File: config.mk
export PLATFORM = sky130hd
export DESIGN_NAME = ef_smsdac_retime
export DESIGN_NICKNAME = d
export VERILOG_FILES = /design/src/rtl/ef_smsdac_pkg.sv /design/src/rtl/ef_smsdac_dly_line.sv /design/src/rtl/ef_smsdac_retime.sv
export SDC_FILE = /design/constraint.sdc
export NUM_CORES = 1
export LEC_CHECK = 0
export ABC_CLOCK_PERIOD_IN_PS = 1350
export CAP_MARGIN = 10
export CORE_MARGIN = 10
export CORE_UTILIZATION = 30
export CTS_CLUSTER_SIZE = 14
export DETAILED_ROUTE_END_ITERATION = 7
export PLACE_DENSITY_LB_ADDON = 0.05
export SLEW_MARGIN = 20
export SYNTH_ARGS = -nofsm -noshare
export SYNTH_HDL_FRONTEND = slang
export SYNTH_SLANG_ARGS = --single-unit
File: constraint.sdc
create_clock -name clk -period 1.35 [get_ports clk]
set_input_delay 0.27 -clock clk [delete_from_list [all_inputs] [get_ports clk]]
set_output_delay 0.27 -clock clk [all_outputs]
set_load 0.05 [all_outputs]
File: src/rtl/ef_smsdac_pkg.sv
// ----------------------------------------------------------------------------
// ef_smsdac_pkg
// Shared types and constants for the SMS-DAC element-select retiming slice.
//   smsdac_rt_state_t : retimer control state (live / forced mute / refilling)
//   RT_MAX_STAGES     : deepest retiming pipeline supported
//   rt_stages_legal() : elaboration-time legality check for a pipeline depth
// ----------------------------------------------------------------------------
package ef_smsdac_pkg;

    typedef enum logic [1:0] {
        RT_RUN   = 2'b00,
        RT_MUTED = 2'b01,
        RT_FILL  = 2'b10
    } smsdac_rt_state_t;

    localparam int RT_MAX_STAGES = 8;

    function automatic logic rt_stages_legal(input int stages);
        return (stages >= 1) && (stages <= RT_MAX_STAGES);
    endfunction

endpackage

File: src/rtl/ef_smsdac_dly_line.sv
// ----------------------------------------------------------------------------
// ef_smsdac_dly_line
// WIDTH x STAGES shift register with advance enable and a synchronous load of
// a constant word into every stage. The same constant is the async reset value.
//   clk   : clock, posedge
//   rst_b : asynchronous active-low reset, all stages <= RST_VAL
//   en    : 1 = shift d in by one stage, 0 = hold
//   load  : 1 = every stage <= RST_VAL (overrides en)
//   d     : word entering stage 0
//   q     : last stage register output
// ----------------------------------------------------------------------------
module ef_smsdac_dly_line
    import ef_smsdac_pkg::*;
#(
    parameter int               WIDTH   = 8,
    parameter int               STAGES  = 2,
    parameter logic [WIDTH-1:0] RST_VAL = {WIDTH{1'b0}}
) (
    input  logic             clk,
    input  logic             rst_b,
    input  logic             en,
    input  logic             load,
    input  logic [WIDTH-1:0] d,
    output logic [WIDTH-1:0] q
);

    if (!rt_stages_legal(STAGES)) begin : g_bad_stages
        $error("ef_smsdac_dly_line: STAGES=%0d outside 1..%0d", STAGES, RT_MAX_STAGES);
    end

    logic [WIDTH-1:0] stage_q [STAGES];
    logic [WIDTH-1:0] stage_d [STAGES];

    // Next value of every stage: constant load beats shift, otherwise hold.
    always_comb begin
        if (load) begin
            stage_d[0] = RST_VAL;
        end else if (en) begin
            stage_d[0] = d;
        end else begin
            stage_d[0] = stage_q[0];
        end
        for (int i = 1; i < STAGES; i++) begin
            if (load) begin
                stage_d[i] = RST_VAL;
            end else if (en) begin
                stage_d[i] = stage_q[i-1];
            end else begin
                stage_d[i] = stage_q[i];
            end
        end
    end

    // Stage registers, reset to the constant so the line starts "muted".
    always_ff @(posedge clk or negedge rst_b) begin
        if (!rst_b) begin
            for (int i = 0; i < STAGES; i++) begin
                stage_q[i] <= RST_VAL;
            end
        end else begin
            for (int i = 0; i < STAGES; i++) begin
                stage_q[i] <= stage_d[i];
            end
        end
    end

    assign q = stage_q[STAGES-1];

endmodule

File: src/rtl/ef_smsdac_retime.sv
// ----------------------------------------------------------------------------
// ef_smsdac_retime
// Retiming / synchronisation pipeline for SMS-DAC element-select words, with
// clock-enable hold, glitch-free mute to MUTE_VAL and a fill tracker.
//   clk      : clock, posedge
//   rst_b    : asynchronous active-low reset (q = MUTE_VAL, muted = 1)
//   d        : DAC control word from the mismatch-shaping logic
//   en       : pipeline advance enable; 0 = stages and fill counter hold
//   mute_req : level request forcing q to MUTE_VAL
//   q        : retimed word, straight from the last stage register
//   muted    : registered flag, 1 while q does not carry live data
// ----------------------------------------------------------------------------
module ef_smsdac_retime
    import ef_smsdac_pkg::*;
#(
    parameter int               WIDTH    = 8,
    parameter int               STAGES   = 2,
    parameter logic [WIDTH-1:0] MUTE_VAL = {WIDTH{1'b0}}
) (
    input  logic             clk,
    input  logic             rst_b,
    input  logic [WIDTH-1:0] d,
    input  logic             en,
    input  logic             mute_req,
    output logic [WIDTH-1:0] q,
    output logic             muted
);

    if (!rt_stages_legal(STAGES)) begin : g_bad_stages
        $error("ef_smsdac_retime: STAGES=%0d outside 1..%0d", STAGES, RT_MAX_STAGES);
    end

    localparam int                FILL_W    = $clog2(STAGES + 1);
    localparam logic [FILL_W-1:0] FILL_FULL = FILL_W'(STAGES);
    localparam logic [FILL_W-1:0] FILL_ONE  = FILL_W'(1'b1);

    smsdac_rt_state_t  state_q;
    smsdac_rt_state_t  state_d;
    logic [FILL_W-1:0] fill_cnt_q;
    logic [FILL_W-1:0] fill_cnt_d;
    logic              muted_q;
    logic              muted_d;
    logic              dl_load_s;
    logic              dl_en_s;

    // State, fill counter and muted flag registers.
    always_ff @(posedge clk or negedge rst_b) begin
        if (!rst_b) begin
            state_q    <= RT_FILL;
            fill_cnt_q <= {FILL_W{1'b0}};
            muted_q    <= 1'b1;
        end else begin
            state_q    <= state_d;
            fill_cnt_q <= fill_cnt_d;
            muted_q    <= muted_d;
        end
    end

    // Next state and fill count. A mute request wins over everything, and
    // FILL hands over to RUN on the very edge the first live word lands in
    // the last stage (fill count reaching STAGES).
    always_comb begin
        state_d    = state_q;
        fill_cnt_d = fill_cnt_q;
        if (mute_req) begin
            state_d    = RT_MUTED;
            fill_cnt_d = {FILL_W{1'b0}};
        end else begin
            case (state_q)
                RT_RUN: begin
                    state_d    = RT_RUN;
                    fill_cnt_d = fill_cnt_q;
                end
                RT_MUTED: begin
                    state_d    = RT_FILL;
                    fill_cnt_d = {FILL_W{1'b0}};
                end
                RT_FILL: begin
                    if (en) begin
                        if (fill_cnt_q >= (FILL_FULL - FILL_ONE)) begin
                            state_d    = RT_RUN;
                            fill_cnt_d = FILL_FULL;
                        end else begin
                            state_d    = RT_FILL;
                            fill_cnt_d = fill_cnt_q + FILL_ONE;
                        end
                    end else begin
                        state_d    = RT_FILL;
                        fill_cnt_d = fill_cnt_q;
                    end
                end
                default: begin
                    // Unreachable encoding: fall back to the safe muted state.
                    state_d    = RT_MUTED;
                    fill_cnt_d = {FILL_W{1'b0}};
                end
            endcase
        end
    end

    // Pipeline control and next muted flag. MUTED keeps reloading the mute
    // code, including on the release edge, so no stale word can shift out.
    always_comb begin
        dl_load_s = 1'b0;
        dl_en_s   = 1'b0;
        if (mute_req) begin
            dl_load_s = 1'b1;
            dl_en_s   = 1'b0;
        end else begin
            case (state_q)
                RT_RUN: begin
                    dl_load_s = 1'b0;
                    dl_en_s   = en;
                end
                RT_MUTED: begin
                    dl_load_s = 1'b1;
                    dl_en_s   = 1'b0;
                end
                RT_FILL: begin
                    dl_load_s = 1'b0;
                    dl_en_s   = en;
                end
                default: begin
                    dl_load_s = 1'b1;
                    dl_en_s   = 1'b0;
                end
            endcase
        end
        if (state_d == RT_RUN) begin
            muted_d = 1'b0;
        end else begin
            muted_d = 1'b1;
        end
    end

    ef_smsdac_dly_line #(
        .WIDTH   (WIDTH),
        .STAGES  (STAGES),
        .RST_VAL (MUTE_VAL)
    ) u_dly_line (
        .clk   (clk),
        .rst_b (rst_b),
        .en    (dl_en_s),
        .load  (dl_load_s),
        .d     (d),
        .q     (q)
    );

    assign muted = muted_q;

endmodule

==> key figures <==
Run status
  – Outcome: completed

Routing
  – Detailed Routing Iterations Pass 1: 4
  – # DRC: 0
  – DR iter-0 viols: 38
  – Vias: 580
  – Routed wire length per instance: roughly 13 µm
  – Via/cell ratio: 4.14
  – Final WL: 1790 µm
  – DRT antenna net count: 0

Power and ir drop
  – Clock network fraction of total power: 0.257
  – Internal power: 0.000867 W
  – Switching power: 0.000278 W
  – Sw Ratio: 0.243
  – Combinational share of power: 0.152
  – Design Power: approximately 0.0011 W
  – Cell Pwr Density: between 900 and 1000 nW/µm²
  – Max VDD drop: about 0.38 mV
  – Register share of total power: 0.591
  – P_leak: approximately 0.59 nW

Timing
  – Slew Limit Headroom: 0.813
  – RSZ-0062 raised after global routing: no
  – Crit path time final: between 1 and 1.5 ns
  – Final setup fails: 0
  – Highest clock rate: approximately 0.8 GHz
  – Final setup TNS: 0 ns
  – Worst-Margin Slew: ~0.28 ns
  – Layout Skew: 0.00263 ns
  – Final Hold Vio Count: 0
  – Max Slew Vio Count: 0
  – Crit share post-route: 0.930

Worst setup path
  – WS Path Type: reg2out
  – Critical path destination: muted
  – Required time of the worst setup path: around 1.1 ns
  – R2R Path End: state_q[1]
  – Crit-path max cell delay: between 0.5 and 0.6 ns
  – Stages on worst setup path: 1
  – FF-to-FF Start: fill_cnt_q[0]
  – Crit. Startpoint: muted
  – R2r worst-path depth: 2
  – CP Buf/Inv Count: 1
  – Crit-path leading delay family: flip-flops
  – Setup crit start kind: register
  – Crit path arrival time: 0.99 ns
  – CP max-delay cell: dfstp_2
  – FF-to-FF setup slack: 0.28 ns
  – Setup crit end kind: output pin
  – Critical path peak fanout: 1
  – Critical Path, Cell by Cell: buf_12

Finish
  – Antenna Cells: 0
  – Area occupied by multi-input gates: 307 µm²
  – Post-layout util: 0.419
  – Filler cells: 300
  – Register area: between 500 and 600 µm²
  – Share of layout cells above drive strength 1: 0.229
  – Synth-to-Final Area Change: 35.6%
  – Final nets: 109

GRT
  – First-pass GRT wire length: 2980 µm
  – GRT overflow: 0
  – Vias in the first global route: around 650
  – Largest net degree at the start of global routing: 22
  – Initial antenna violation count: 0
  – Gr usage total: 0.0696

Floorplanning
  – Boundary Pins: 21
  – Die Height: 75.8 µm
  – Initial Util: 0.309
  – FP Rows: 20
  – Core ar.: between 3000 and 4000 µm²
  – Die area: 5750 µm²
  – Width of the die: around 76 µm

Synthesis
  – #FFs+latches synth: 21
  – Library cells used by synthesis: 19
  – Sequential share of the synthesized area: 0.565
  – Post-Syn Area per Cell: ~12 µm²
  – Post-synthesis cell count: 78
  – Synth Cell Area: about 930 µm²
  – Yosys warns: 0
  – Post-synth net total: 90

CTS
  – Setup Buffers After CTS: 0
  – CTS tree: built
  – CTS H-tree depth: 1
  – Cts repair resizes: 0
  – Root buf cell: clkbuf_4
  – Clk sinks: 21
  – Cts bufs inserted: 3
  – Clock-pin slew on the worst setup and hold paths: approximately 0.11 ns
  – CTS max path bufs: 2
  – Worst-Skew Late Latency: 0.29 ns
  – Hold_buf cts: 0

Placement
  – Gp weighted congestion: ~0.66
  – PortBufs: 20
  – HPWL Detailed: 1300 µm

Job
  – Max-capacitance violation count: 0

Worst hold path
  – HP Class: in2async
[placed cells by master (no fill, tap or decap), drive strengths merged]
cell type / instances
clkdlybuf4s50: 11
mux2i: 16
a31oi: 1
dfstp: 2
nand4bb: 1
xnor2: 1
a21o: 2
buf: 15
inv: 1
a21oi: 1
a21bo: 1
nor2: 17
a311oi: 1
or2: 2
o21ai: 1
dfrtp: 19
clkbuf: 4
[state kept, by name, indices dropped and copies added (netlist names)]
register	count
fill_cnt_q	2
muted	1
u_dly_line.stage_q	8
u_dly_line.q	8
state_q	2
[metrics by stage]
step | area, µm² | setup slack [ns] | instances | hold WS (ns)
after floorplan | 935 | 0.318 | 78 | -0.0256
after global placement | 1240 | 0.00266 | 136 | 0.498
after detailed placement | 1240 | -0.0131 | 136 | 0.511
after CTS | 1270 | 0.0674 | 140 | 0.306
after global routing | 1270 | 0.0393 | 140 | 0.309
final | 1270 | 0.0943 | 140 | 0.304
[cell type report]
type / instances / share of cell area
clock buffer: 4 / 0.0207
inverter: 1 / 0.00296
multi-input combinational: 44 / 0.242
sequential: 21 / 0.417
tap: 44 / 0.0434
timing repair buffer: 26 / 0.274
[cell families after synthesis]
kind of cell,after synthesis,share of synthesized area
and+or+nand+nor,20,0.0937
buffers and inverters,13,0.107
AOI/OAI and AO/OA,7,0.0535
muxes,16,0.171
DFF,21,0.565
xor gates and xnor gates,1,0.00937
[how the worst min path moves through the flow]
| stage | cells past startpoint | slack (ns) | endpoint |
|---|---|---|---|
| floorplan | 0 | -0.03 | fill_cnt_q[0] |
| global placement | 2 | 0.50 | u_dly_line.q[1] |
| detailed placement | 2 | 0.51 | u_dly_line.q[0] |
| CTS | 2 | 0.31 | u_dly_line.q[0] |
| global route | 2 | 0.31 | fill_cnt_q[0] |
| finish | 2 | 0.30 | u_dly_line.q[3] |
[synth_stat cells]
library cell | count | area [µm²]
dfrtp_1 | 19 | 475
nor2_1 | 17 | 63.8
mux2i_1 | 16 | 160
buf_4 | 8 | 60.1
a21o_1 | 2 | 15.0
buf_2 | 2 | 10.0
dfstp_2 | 2 | 52.6
a21bo_2 | 1 | 10.0
a21oi_1 | 1 | 5.00
a311oi_1 | 1 | 8.76
a31oi_1 | 1 | 6.26
buf_6 | 1 | 11.3
buf_8 | 1 | 15.0
inv_1 | 1 | 3.75
nand4bb_1 | 1 | 11.3
o21ai_0 | 1 | 5.00
or2_1 | 1 | 6.26
or2_2 | 1 | 6.26
xnor2_1 | 1 | 8.76
[power groups by stage]
| stage | combinational (W) | sequential (W) | clock [W] |
|---|---|---|---|
| 2_1_floorplan | 0.0000871 | 0.000691 | 0 |
| 3_3_place_gp | 0.000176 | 0.000688 | 0 |
| 3_5_place_dp | 0.000179 | 0.000689 | 0 |
| 4_1_cts | 0.000180 | 0.000677 | 0.000318 |
| 5_1_grt | 0.000193 | 0.000680 | 0.000350 |
| 6_report | 0.000174 | 0.000677 | 0.000294 |
[layer usage]
layer	GRT usage	share of wire	vias to the layer above
li1	-	-	286
met1	0.0818	0.46	280
met2	0.105	0.44	12
met3	0.0299	0.094	2
met4	0.0371	0.010	0
met5	0	0	-
Note: power is estimated with default switching activity, not from simulation.
